<file path="src/rtl/grain_buffer_loader_pkg.sv">
// grain_buffer_loader_pkg
// Shared encodings for the grain buffer loader:
//   - loader FSM states (state_e)
//   - write modes FULL=0 / HALF=1 / BYTE=2 (mode_e)
//   - top-controller state codes idle / inputB_start / channel_switch
//   - default row-index width of each byte bank (RAM_ADDR_WIDTH)
//   - helpers: mode decode at start, row-part data selection
package grain_buffer_loader_pkg;

  localparam int RAM_ADDR_WIDTH = 6;

  localparam logic [3:0] CS_IDLE           = 4'd0;
  localparam logic [3:0] CS_INPUTB_START   = 4'd1;
  localparam logic [3:0] CS_CHANNEL_SWITCH = 4'd2;

  typedef enum logic [1:0] {
    S_IDLE  = 2'd0,
    S_FETCH = 2'd1,
    S_WRITE = 2'd2,
    S_DONE  = 2'd3
  } state_e;

  typedef enum logic [1:0] {
    MODE_FULL = 2'd0,
    MODE_HALF = 2'd1,
    MODE_BYTE = 2'd2
  } mode_e;

  // Idle controller loads whole words; pooling or inputB loads halves;
  // everything else (channel switch etc.) loads single bytes.
  function automatic mode_e mode_of(logic [3:0] cs, logic pool);
    mode_e m;
    if (cs == CS_IDLE)                         m = MODE_FULL;
    else if (pool || (cs == CS_INPUTB_START))  m = MODE_HALF;
    else                                       m = MODE_BYTE;
    return m;
  endfunction

  // Zero-extended row-part of a source word for sub-write s.
  function automatic logic [31:0] pick_part(mode_e m, logic [31:0] w, logic [1:0] s);
    logic [31:0] r;
    logic [7:0]  b;
    case (s)
      2'd0:    b = w[7:0];
      2'd1:    b = w[15:8];
      2'd2:    b = w[23:16];
      default: b = w[31:24];
    endcase
    case (m)
      MODE_FULL: r = w;
      MODE_HALF: r = s[0] ? {16'h0, w[31:16]} : {16'h0, w[15:0]};
      default:   r = {24'h0, b};
    endcase
    return r;
  endfunction

endpackage

</file>
<file path="src/rtl/grain_buffer_loader_if.sv">
// grain_buffer_loader_if
// Source-stream and buffer-write signals of the grain buffer loader.
//   in_valid/in_data/in_ready : 32-bit source word handshake
//   we/a/d                    : buffer write port (address InBuAddrWidth bits)
// modport master : loader side (drives in_ready, we, a, d)
// modport slave  : environment side (drives in_valid, in_data)
interface grain_buffer_loader_if #(
  parameter int InBuAddrWidth = 8
);
  logic                     in_valid;
  logic [31:0]              in_data;
  logic                     in_ready;
  logic                     we;
  logic [InBuAddrWidth-1:0] a;
  logic [31:0]              d;

  modport master (input in_valid, in_data, output in_ready, we, a, d);
  modport slave  (output in_valid, in_data, input in_ready, we, a, d);
endinterface

</file>
<file path="src/rtl/grain_wr_addr_gen.sv">
// grain_wr_addr_gen
// Row/sub-index counter and buffer address formatter.
//   clr      : restart at row 0, sub 0
//   step     : advance to the next sub-write (next row after the last sub)
//   mode     : latched write mode (sub-writes per row: 1/2/4)
//   rows_m1  : latched last row index
//   sub      : sub-write index of the next write
//   addr     : zero-extended address of the next write
//   last_sub : next write is the last part of its row
//   last_row : current row is the final row
module grain_wr_addr_gen
  import grain_buffer_loader_pkg::*;
#(
  parameter int InBuAddrWidth = 8,
  parameter int ROW_W         = RAM_ADDR_WIDTH
) (
  input  logic                     clk,
  input  logic                     rst_n,
  input  logic                     clr,
  input  logic                     step,
  input  mode_e                    mode,
  input  logic [ROW_W-1:0]         rows_m1,
  output logic [1:0]               sub,
  output logic [InBuAddrWidth-1:0] addr,
  output logic                     last_sub,
  output logic                     last_row
);

  logic [ROW_W-1:0] row_q;
  logic [1:0]       sub_q;
  logic [ROW_W+1:0] raw;

  always_comb begin
    last_sub = 1'b0;
    raw      = '0;
    case (mode)
      MODE_FULL: begin
        last_sub = 1'b1;
        raw      = {2'b00, row_q};
      end
      MODE_HALF: begin
        last_sub = sub_q[0];
        raw      = {1'b0, row_q, sub_q[0]};
      end
      default: begin
        last_sub = (sub_q == 2'd3);
        raw      = {row_q, sub_q};
      end
    endcase
  end

  assign last_row = (row_q == rows_m1);
  assign sub      = sub_q;
  assign addr     = InBuAddrWidth'(raw);

  // The row counter holds on the final row so a maximal rows_m1 never wraps.
  always_ff @(posedge clk or negedge rst_n) begin
    if (!rst_n) begin
      row_q <= '0;
      sub_q <= '0;
    end else if (clr) begin
      row_q <= '0;
      sub_q <= '0;
    end else if (step) begin
      if (last_sub) begin
        sub_q <= '0;
        if (!last_row) row_q <= row_q + 1'b1;
      end else begin
        sub_q <= sub_q + 2'd1;
      end
    end
  end

endmodule

</file>
<file path="src/rtl/grain_buffer_loader.sv">
// grain_buffer_loader
// Loads 32-bit source words into the grain buffer as whole words (FULL),
// 16-bit halves (HALF) or single bytes (BYTE), one row-part per cycle.
// Ports:
//   clk, rst_n                     : clock, async active-low reset
//   start                          : one-cycle load request (idle only)
//   current_state, poolingen_op    : mode selection, latched at start
//   rows_m1                        : rows to load minus 1, latched at start
//   bus (grain_buffer_loader_if)   : in_valid/in_data/in_ready, we/a/d
//   busy, done, err                : status; err is sticky until next start
// Build option: GRAIN_LOADER_BYTE_MODE_EN enables BYTE mode; without it a
// BYTE-mode start reports err and finishes immediately with no writes.
module grain_buffer_loader
  import grain_buffer_loader_pkg::*;
#(
  parameter int InBuAddrWidth = 8,
  parameter int ROW_W         = RAM_ADDR_WIDTH
) (
  input  logic                 clk,
  input  logic                 rst_n,
  input  logic                 start,
  input  logic [3:0]           current_state,
  input  logic                 poolingen_op,
  input  logic [ROW_W-1:0]     rows_m1,
  grain_buffer_loader_if.master bus,
  output logic                 busy,
  output logic                 done,
  output logic                 err
);

  state_e                   state;
  mode_e                    mode_q;
  mode_e                    start_mode;
  logic [ROW_W-1:0]         rows_m1_q;
  logic [31:0]              word_q;
  logic                     in_ready_q;
  logic                     we_q;
  logic [InBuAddrWidth-1:0] a_q;
  logic [31:0]              d_q;
  logic                     wr_last_sub_q;
  logic                     wr_last_row_q;
  logic                     start_unsup;
  logic                     xfer;
  logic                     clr;
  logic                     step;
  logic [1:0]               sub;
  logic [InBuAddrWidth-1:0] nxt_addr;
  logic                     last_sub;
  logic                     last_row;

  assign start_mode = mode_of(current_state, poolingen_op);

`ifdef GRAIN_LOADER_BYTE_MODE_EN
  assign start_unsup = 1'b0;
`else
  assign start_unsup = (start_mode == MODE_BYTE);
`endif

  assign xfer = (state == S_FETCH) && in_ready_q && bus.in_valid;
  assign clr  = (state == S_IDLE) && start;
  // The counter always points at the next write to issue; it steps whenever
  // a write is loaded into the output registers.
  assign step = xfer || ((state == S_WRITE) && !wr_last_sub_q);

  grain_wr_addr_gen #(
    .InBuAddrWidth (InBuAddrWidth),
    .ROW_W         (ROW_W)
  ) u_addr_gen (
    .clk      (clk),
    .rst_n    (rst_n),
    .clr      (clr),
    .step     (step),
    .mode     (mode_q),
    .rows_m1  (rows_m1_q),
    .sub      (sub),
    .addr     (nxt_addr),
    .last_sub (last_sub),
    .last_row (last_row)
  );

  // Outputs are registered one write ahead; the position flags of the write
  // on the outputs travel with it so S_WRITE knows when the row is finished.
  always_ff @(posedge clk or negedge rst_n) begin
    if (!rst_n) begin
      state         <= S_IDLE;
      mode_q        <= MODE_FULL;
      rows_m1_q     <= '0;
      word_q        <= '0;
      in_ready_q    <= 1'b0;
      we_q          <= 1'b0;
      a_q           <= '0;
      d_q           <= '0;
      wr_last_sub_q <= 1'b0;
      wr_last_row_q <= 1'b0;
      busy          <= 1'b0;
      done          <= 1'b0;
      err           <= 1'b0;
    end else begin
      done <= 1'b0;
      case (state)
        S_IDLE: begin
          if (start) begin
            mode_q    <= start_mode;
            rows_m1_q <= rows_m1;
            if (start_unsup) begin
              err   <= 1'b1;
              done  <= 1'b1;
              state <= S_DONE;
            end else begin
              err        <= 1'b0;
              busy       <= 1'b1;
              in_ready_q <= 1'b1;
              state      <= S_FETCH;
            end
          end
        end
        S_FETCH: begin
          if (xfer) begin
            word_q        <= bus.in_data;
            in_ready_q    <= 1'b0;
            we_q          <= 1'b1;
            a_q           <= nxt_addr;
            d_q           <= pick_part(mode_q, bus.in_data, sub);
            wr_last_sub_q <= last_sub;
            wr_last_row_q <= last_row;
            state         <= S_WRITE;
          end
        end
        S_WRITE: begin
          if (wr_last_sub_q) begin
            we_q <= 1'b0;
            a_q  <= '0;
            d_q  <= '0;
            if (wr_last_row_q) begin
              busy  <= 1'b0;
              done  <= 1'b1;
              state <= S_DONE;
            end else begin
              in_ready_q <= 1'b1;
              state      <= S_FETCH;
            end
          end else begin
            we_q          <= 1'b1;
            a_q           <= nxt_addr;
            d_q           <= pick_part(mode_q, word_q, sub);
            wr_last_sub_q <= last_sub;
            wr_last_row_q <= last_row;
          end
        end
        default: begin
          state <= S_IDLE;
        end
      endcase
    end
  end

  assign bus.in_ready = in_ready_q;
  assign bus.we       = we_q;
  assign bus.a        = a_q;
  assign bus.d        = d_q;

endmodule

</file>
<file path="src/flat_wrapper.sv">
// flat-port wrapper written by rule: the top's interface ports become plain ports
module grain_buffer_loader_flat import grain_buffer_loader_pkg::*;
#(
  parameter int InBuAddrWidth = 8,
  parameter int ROW_W         = RAM_ADDR_WIDTH
)
  (clk, rst_n, start, current_state, poolingen_op, rows_m1, busy, done, err, bus_in_valid, bus_in_data, bus_in_ready, bus_we, bus_a, bus_d);
  grain_buffer_loader_if #(.InBuAddrWidth(InBuAddrWidth)) bus_i ();
  input  logic clk;
  input  logic rst_n;
  input  logic start;
  input  logic [3:0] current_state;
  input  logic poolingen_op;
  input  logic [ROW_W-1:0] rows_m1;
  output logic busy;
  output logic done;
  output logic err;
  input wire logic [$bits(bus_i.in_valid)-1:0] bus_in_valid;
  input wire logic [$bits(bus_i.in_data)-1:0] bus_in_data;
  output wire logic [$bits(bus_i.in_ready)-1:0] bus_in_ready;
  output wire logic [$bits(bus_i.we)-1:0] bus_we;
  output wire logic [$bits(bus_i.a)-1:0] bus_a;
  output wire logic [$bits(bus_i.d)-1:0] bus_d;
  assign bus_i.in_valid = bus_in_valid;
  assign bus_i.in_data = bus_in_data;
  assign bus_in_ready = bus_i.in_ready;
  assign bus_we = bus_i.we;
  assign bus_a = bus_i.a;
  assign bus_d = bus_i.d;
  grain_buffer_loader #(.InBuAddrWidth(InBuAddrWidth), .ROW_W(ROW_W)) u_core (.clk(clk), .rst_n(rst_n), .start(start), .current_state(current_state), .poolingen_op(poolingen_op), .rows_m1(rows_m1), .bus(bus_i), .busy(busy), .done(done), .err(err));
endmodule
</file>
<file path="config.mk">
export PLATFORM = sky130hd
export DESIGN_NAME = grain_buffer_loader_flat
export DESIGN_NICKNAME = d
export VERILOG_FILES = /design/src/rtl/grain_buffer_loader_pkg.sv /design/src/rtl/grain_buffer_loader_if.sv /design/src/rtl/grain_wr_addr_gen.sv /design/src/rtl/grain_buffer_loader.sv /design/src/flat_wrapper.sv
export SDC_FILE = /design/constraint.sdc
export NUM_CORES = 1
export LEC_CHECK = 0
export CORE_UTILIZATION = 35
export CTS_BUF_LIST = sky130_fd_sc_hd__clkbuf_4 sky130_fd_sc_hd__clkbuf_8
export DETAILED_ROUTE_END_ITERATION = 12
export DONT_BUFFER_PORTS = 1
export PLACE_DENSITY_LB_ADDON = 0.3
export SLEW_MARGIN = 40
export SYNTH_ARGS = -nofsm -noshare
export SYNTH_HDL_FRONTEND = slang
export SYNTH_SLANG_ARGS = --single-unit
export TNS_END_PERCENT = 1
</file>
<file path="constraint.sdc">
create_clock -name clk -period 2.19 [get_ports clk]
set_input_delay 0.3285 -clock clk [delete_from_list [all_inputs] [get_ports clk]]
set_output_delay 0.3285 -clock clk [all_outputs]
set_load 0.05 [all_outputs]
</file>
After elaboration in Yosys (flattened, before gate mapping)
Cells that the tools add are included.
Cells by class
  add/subtract/negate cells: 2
  equality and inequality tests: 17
  muxes and demuxes: 52
  reduce and logical (&&, ||, !) cells: 24
Operators by type and width (number)
  one-hot mux 32 bit (2 select lines): 3
  2-to-1 mux 32 bit: 2
  one-hot mux 8 bit (3 select lines): 2
  2-to-1 mux 16 bit: 2
  one-hot mux 8 bit (2 select lines): 2
  2-to-1 mux 6 bit: 4
  2-to-1 mux 2 bit: 10
  2-to-1 mux 1 bit: 17
  2-to-1 mux 8 bit: 2
  one-hot mux 1 bit (2 select lines): 6
  AND reduction 3 bit: 3
  == test 2 bit, second input constant: 4
  inequality test 2 x 1 -> 1 bit, second input constant: 4
  inequality test 2 bit, second input constant: 4
  nonzero test 2 bit: 4
  adder 6 x 1 -> 6 bit, second input constant: 1
  == test 2 x 1 -> 1 bit, second input constant: 3
  == test 6 bit: 1
  zero test 2 bit: 3
  one-hot mux 2 bit (3 select lines): 1
  AND reduction 2 bit: 3
  AND reduction 6 bit: 1
  AND reduction 5 bit: 1
  == test 4 x 1 -> 1 bit, second input constant: 1
  other kinds (7): 11
Word-level totals
  flip-flop bits (word level): 97
  input bits: 47
  output and inout port bits: 45
  logic and storage cells: 110

Logic depth before layout (Yosys ltp)
  word-level depth: 8
  depth in mapped cells: 10
  gate-level depth less buffers: 7

Cells and area by module
From an unflattened synthesis, not the netlist that was laid out.
Unflattened totals
  cells, all modules: 556
  area total of the unflattened synthesis: 5262.5 sq um
Modules (own cells, without submodules)
  grain_buffer_loader: instances 1, cells an instance 479, area an instance 4598.2 sq um, seq. area each 2202.1 sq um
  grain_wr_addr_gen: instances 1, cells an instance 77, area an instance 664.4 sq um, seq. area each 200.2 sq um

Worst setup path after synthesis
No wires, ideal clock.
  path kind: register to register
  start: register u_core.u_addr_gen.sub_q[0], in the netlist u_core.u_addr_gen.sub[0]
  end: register u_core.d_q[3], in the netlist u_core.bus.d[3]
  library setup time: 118 ps
  data arrival time: 1754 ps
  data required time: 2072 ps
  slack: 318 ps
  stages on the path, launching flop included: 10
  path buffers: 2
  period minus slack after synthesis: 1872 ps
  cell sequence: dfrtp_1 inv_1 ha_1 clkbuf_1 buf_2 a222oi_1 nor2_1 a21oi_1 o221ai_1 a21o_1
Between the ends
  cells in the longest elaborated chain, start to end: 5
  elaborated cells on any way between the ends: 12
  those cells by class: eq/ne: 2; mux: 9; reduce/logical: 1
Ends and longest elaborated chain
  start: declaration: RTL line grain_wr_addr_gen.sv:30  | logic [1:0] sub_q;
  start signal: assignment: RTL line grain_wr_addr_gen.sv:69  | sub_q <= sub_q + 2'd1;
  == test 2 bit, or another cell as far along: RTL line grain_buffer_loader_pkg.sv:43  | case (s)
  one-hot mux 8 bit (3 select lines): RTL line grain_buffer_loader_pkg.sv:43
  one-hot mux 32 bit (2 select lines): RTL line grain_buffer_loader_pkg.sv:49  | case (m)
  2-to-1 mux 32 bit (on tied branches): RTL line grain_buffer_loader.sv:130, grain_buffer_loader.sv:118
  one-hot mux 32 bit (2 select lines) *: RTL line grain_buffer_loader.sv:100  | case (state)
  end signal: assignment: RTL line grain_buffer_loader.sv:123  | d_q <= pick_part(mode_q, bus.in_data, sub);
  end signal: assignment: RTL line grain_buffer_loader.sv:145  | d_q <= pick_part(mode_q, word_q, sub);
  end: declaration: RTL line grain_buffer_loader.sv:39  | logic [31:0] d_q;
Every way passes the cells marked *; elsewhere a longest branch is shown, timed or not. The select of a mux whose other input is x is not followed.
A chain may end at the register's enable or synchronous reset.

Final worst setup path
  start: register u_core.u_addr_gen.sub_q[0], in the netlist u_core.u_addr_gen.sub[0]
  end: register u_core.d_q[1], in the netlist u_core.bus.d[1]
Same word-level chain as after synthesis.

==> run metrics <==
GR Overflow Total=0; P_leak=2.62 nW; first-pass GRT wire length=22,100 um; MaxCap Viol Count=0; fillers=1,465; Iter 0 DRT Violations=401; DRC=0; failing checks=negative hold slack; share of cells above drive strength 1=0.163; Slew HR=0.550; synth unique cells=51; Netlist Area Pre-Place=approximately 5200 um^2; WL final=14,400 um; Final ANT Viol Nets=0; maximum clock insertion buffer count=2; Post-CTS Setup Inserts=0; number of global-route vias before repair=4,108; hold_ws=-0.382 ns; DIE AREA=15,400 um^2; setup_tns=0 ns; WL/cell=roughly 20 um; routability-driven placement congestion ratio=0.842; most common cell after layout, fill and taps aside=dfrtp_1; Final Cycle Share=0.926; nature of the critical path startpoint=flip-flop; status=finished with violations; Initial Util=0.359; # setup viols final=0; number of synthesized flops with an enable pin=0; register area share after synthesis=0.465; CTS clk-pin slew, worst paths=0.10 ns; Critical Path RT=2.48 ns; Tmin final=2.03 ns; DRT Pass-1 Iters=5; Clock Sinks=97; largest net degree at the start of global routing=98; fraction of registers with async set/reset=1.00; unrepaired setup endpoints after global routing=false; DP Wirelength=9830 um; Die W=124 um; syn_nets=579; Primary FF master, synth=dfrtp_1; Final Hold Viols=97; Crit path arrival time=2.32 ns; crit-path max FO=16; Total GRT Usage=0.193; insertion delay to the later sink of the worst-skew pair=0.39 ns; via count=4,068; most frequent cells in the layout=dfrtp_1 (97), nand2_1 (82), o21ai_0 (38), mux2i_1 (36), mux2_2 (33); Hold WC Path Type=primary input to async pin; initial antenna violation count=0; Max Clk Rate=493 MHz; Row Count=44; port bufs=0; CTS tree=done; Inserted Clock Buffers=9; core area=~15,000 um^2; area grow syn2layout=8.77%; Worst Setup End Kind=flip-flop; Mean Syn Cell Area=approximately 10 um^2; Synth Instances=approximately 520; nets=573; Yosys reg bits=97; peak supply drop=~0.33 mV; Die H=between 100 and 150 um; CTS Root Cell=clkbuf_8; CTS H-Tree Depth=3; Worst Tran Pin Value=0.675 ns; top-level I/O count=92; antenna fix cells=0; Final Max Slew Viols=0; Synth warnings=0; Crit Path Class=flip-flop to flip-flop; routed vias/inst=5.77; Setup Skew=0.00817 ns; Power Density=547 nW/um^2
## sequential cells by signal (all words and copies together), names as in the netlist
signal	count
u_core.bus.d	32
u_core.word_q	32
u_core.bus.a	8
u_core.rows_m1_q	6
u_core.u_addr_gen.row_q	6
u_core.mode_q	2
u_core.state	2
u_core.u_addr_gen.sub	2
u_core.bus.in_ready	1
u_core.bus.we	1
u_core.busy	1
u_core.done	1
u_core.err	1
u_core.wr_last_row_q	1
u_core.wr_last_sub_q	1
## synthesized netlist by cell type, types with 2 or more instances
library cell,number,area share
buf_2,16,0.015
o22ai_1,9,0.011
ha_1,10,0.024
nand2b_1,4,0.0048
a21oi_1,20,0.019
buf_6,3,0.0065
o211ai_1,4,0.0058
o21ai_1,6,0.0058
o21a_1,8,0.012
inv_1,8,0.0058
a21o_1,3,0.0043
a22o_1,2,0.0034
a31oi_1,2,0.0024
clkbuf_1,18,0.013
nor2b_1,2,0.0024
nor2_1,19,0.014
nand3_1,10,0.0096
a22oi_1,18,0.026
mux2i_1,36,0.069
dfrtp_1,97,0.47
a32oi_1,4,0.0067
o21ai_0,38,0.036
a222oi_1,15,0.029
and2_1,9,0.011
o31ai_1,2,0.0029
mux2_2,33,0.071
xnor2_1,6,0.010
o221ai_1,11,0.018
or4_1,2,0.0029
nor3_1,4,0.0038
nand2_1,83,0.060
## report_power, final
group | leakage (nW) | switching, mW | internal (mW) | total (mW)
Combinational | 1.25 | 0.0426 | 0.0387 | 0.0813
Sequential | 1.27 | 0.00503 | 1.79 | 1.80
Clock | 0.0977 | 0.687 | 0.539 | 1.23
## kinds of logic after synthesis
kind of cell | share of synthesized area
and+or+nand+nor | 0.119
xor gates and xnor gates | 0.0117
adders and majority gates | 0.0240
muxes | 0.142
AOI/OAI and AO/OA | 0.193
buffers and inverters | 0.0444
DFF | 0.465
## layout make-up
type / count / area (um^2) / share of cell area
tap: 184 / 230 / 0.0406
sequential: 97 / 2430 / 0.428
clock buffer: 9 / 124 / 0.0218
inverter: 9 / 33.8 / 0.00595
multi-input combinational: 376 / 2570 / 0.453
timing repair buffer: 23 / 210 / 0.0370
clock inverter: 7 / 78.8 / 0.0139
## worst paths after layout
path	from	endpoint	slack [ns]	cells past startpoint
setup / recovery	u_core.u_addr_gen.sub[0]$_DFFE_PN0P_	u_core.bus.d[1]$_DFFE_PN0P_	0.16	7
hold / removal	rst_n	u_core.bus.d[29]$_DFFE_PN0P_	-0.38	0
setup reg to reg	u_core.u_addr_gen.sub[0]$_DFFE_PN0P_	u_core.bus.d[1]$_DFFE_PN0P_	0.16	7
hold reg to reg	u_core.rows_m1_q[0]$_DFFE_PN0N_	u_core.rows_m1_q[0]$_DFFE_PN0N_	0.50	2
max in group asynchronous	rst_n	u_core.bus.a[3]$_DFFE_PN0P_	2.42	0
min in group clk	rows_m1[5]	u_core.rows_m1_q[5]$_DFFE_PN0N_	0.04	2
## metrics by stage
stage               instances  area (um^2)   util  total power, mW  setup slack, ns
finish                    705         5680  0.391             3.10            0.161
global placement          689         5470  0.376             1.91            0.193
global route              705         5680  0.391             3.22           0.0169
detailed placement        689         5470  0.376             1.91           0.0438
floorplan                 522         5220      -             1.90            0.318
CTS                       705         5670  0.390             3.14           0.0290
## worst max-delay path, cell delays in order, from the launching register on
cell and delay (ns):
dfrtp_1 0.50, inv_1 0.15, ha_2 0.35, a222oi_1 0.38
and2_1 0.19, o22ai_1 0.08, a32oi_1 0.21, nand2_1 0.07
## routing by layer
layer / global-route usage / share of wire / up-vias
met2: 0.338 / 0.49 / 149
li1: - / - / 1891
met3: 0.0696 / 0.084 / 23
met4: 0.0499 / 0.017 / 0
met5: 0 / 0 / -
met1: 0.221 / 0.41 / 2005
## repair_timing
| item | in CTS | in global routing |
|---|---|---|
| endpoints found under the setup margin | 0 | 8 |
| gates resized for setup | 0 | 3 |
| hold endpoints to repair | 97 | 97 |
Power figures use the tool's default switching activity.
==> variant: new RTL, same settings <==
The option `GRAIN_LOADER_BYTE_MODE_EN` is turned on by a define.
--- a/src/rtl/grain_buffer_loader.sv
+++ b/src/rtl/grain_buffer_loader.sv
@@ -10,6 +10,8 @@
 //   busy, done, err                : status; err is sticky until next start
 // Build option: GRAIN_LOADER_BYTE_MODE_EN enables BYTE mode; without it a
 // BYTE-mode start reports err and finishes immediately with no writes.
+`define GRAIN_LOADER_BYTE_MODE_EN
+
 module grain_buffer_loader
   import grain_buffer_loader_pkg::*;
 #(
Formal check against the unedited RTL: not equivalent (a bounded check fails within 4 cycles, from zero or initial values and one cycle with rst_n low).
==> variant against the original RTL <==
The run still ends with negative hold slack left. Critical path depth is 1 lower. Count of clock-buffer cells in the layout is 3 higher. Clock skew is 0.0016 ns higher. Cell area is 2.6% lower. Worst hold slack better by 0.014 ns. Sequential cell count is 1 lower. Wire length is 0.27% lower. Synthesized area is 3.2% lower. Synthesized cell count is 3.6% higher. Worst setup slack better by 0.039 ns. Largest cell class unchanged.
Power is not compared: it rests on default switching activity, and its combinational part moved more than twofold at a synthesized area within 25%.
==> variant: results (changes against the original RTL) <==
[detailed_routing]
viasPerCell = 5.85  ; was 5.77
drtIter0Drc = 439  ; was 401
met2_length_um = 6280  ; was 7090 um
routedWlPerCell_um = 20.1  ; was 20.5 um
wl_met1_um = 6180  ; was 5880 um
dr.pass1.iters = 7  ; was 5
wl_met3_um = 1680  ; was 1210 um

[worst_setup_path]
rr_endpoint = u_core.u_addr_gen.row_q[3]  ; was u_core.bus.d[1]
cp_top_family = simple AND/OR/NAND/NOR gates  ; was compound AO/OA/AOI/OAI gates
cp_max_fo = 11  ; was 16
reg2regPathDepth = 6  ; was 7
rrSetupSlack_ns = 0.20  ; was 0.16 ns
slowest_stage = or4_1  ; was dfrtp_1
crit_path_start = u_core.state[1]  ; was u_core.u_addr_gen.sub[0]

[timing]
whs_ns = -0.368  ; was -0.382 ns
clock_skew_ns = 0.00977  ; was 0.00817 ns
fin_crit_ns = 1.99  ; was 2.03 ns
final_hold_viol_count = 96  ; was 97
worstMarginPinSlew_ns = 0.674  ; was 0.675 ns

[logic_synthesis]
synth_area_leaders = dfrtp_1, mux2_2, nand2_1  ; was dfrtp_1, mux2_2, mux2i_1
synthesis.nets = 597  ; was 579
ys_warn_count = 0  ; unchanged
synth.distinct_cells = 39  ; was 51
syn_inst = 541  ; was 522
synth_commonest_cells = dfrtp_1, nand2_1, o21ai_0  ; unchanged
synthArstFlopShare = 1.00  ; unchanged
synth-seq-area-share = 0.475  ; was 0.465

[clock_tree]
clkTransAtPathRegs_ns = 0.09
htree_levels = 3  ; unchanged
clk_path_buf_depth = 2  ; unchanged
numCtsBuffers = 9  ; unchanged
cts_setup_buffers = 0  ; unchanged

[grt]
gr-usage-met2 = 0.278  ; was 0.338
grt.met3_usage = 0.0772  ; was 0.0696
grt_use_total = 0.199  ; was 0.193
grt_pass1_vias = 3893  ; was 4108
grt_max_degree = 97  ; was 98
grt_use_met1 = 0.276  ; was 0.221
grt_pass1_wl_um = 22500  ; was 22100 um

[placement]
place_ws_ns = 0.221  ; was 0.0438 ns
placed_cell_area_mm2 = 0.00529  ; was 0.00547 mm2
place_congestion = 0.914  ; was 0.842
hpwl_um = 10000  ; was 9830 um
dp.cells = 701  ; was 689

[hold_path]
min-delay-path-class = in -> async  ; unchanged

[outcome]
violations = negative hold slack  ; unchanged
status = finished with violations  ; unchanged

[finish]
multi_input_area_mm2 = 0.00242  ; was 0.00257 mm2
drive_above_1_share = 0.145  ; was 0.163
final_cells = 717  ; was 705
fillers = 1366  ; was 1465
nets = 588  ; was 573

[power_and_ir_drop]
p_sw_mw = 4.28

==> variant: cell types whose count changed in the layout (fill, tap and decap cells not counted), sizes merged, moves of 9 or more <==
cell,delta
a21oi,+22
a31oi,+15
mux2i,-28
nand3,+12
nor2,+18
o221ai,-11
o22ai,-9
==> variant: worst min-delay path by stage <==
stage | endpoint | from | depth (start not counted)
5_1_grt | u_core.rows_m1_q[1] | rst_n | 0
4_1_cts | u_core.bus.d[28] | rst_n | 0
3_3_place_gp | u_core.rows_m1_q[1] | rst_n | 0
6_report | u_core.rows_m1_q[1] | rst_n | 0
3_5_place_dp | u_core.rows_m1_q[1] | rst_n | 0
2_1_floorplan | u_core.bus.a[0] | rst_n | 0
==> variant: power groups by stage <==
stage | logic (mW) | clock network, mW | registers [mW]
6_report | 3.28 | 1.38 | 4.25
3_5_place_dp | 3.23 | 0 | 4.29
5_1_grt | 3.64 | 1.49 | 4.36
2_1_floorplan | 2.48 | 0 | 4.03
4_1_cts | 3.26 | 1.42 | 4.25
3_3_place_gp | 3.18 | 0 | 4.25
==> variant: layout make-up <==
type,instances,area share
Clock buffer,12,0.0299
Sequential cell,96,0.434
Clock inverter,4,0.0133
Multi-Input combinational cell,389,0.437
Inverter,10,0.00679
Timing Repair Buffer,26,0.0376
Tap cell,180,0.0407
==> variant: cell families after synthesis <==
| logic type | count (synthesis) | synth area share |
|---|---|---|
| multiplexers | 40 | 0.0872 |
| adder cells (fa/ha/maj) | 9 | 0.0223 |
| other | 1 | 0.000742 |
| buffers and inverters | 56 | 0.0480 |
| AO/OA/AOI/OAI | 176 | 0.223 |
| AND/OR/NAND/NOR | 156 | 0.131 |
| flip-flops | 96 | 0.475 |
| XOR/XNOR | 7 | 0.0121 |
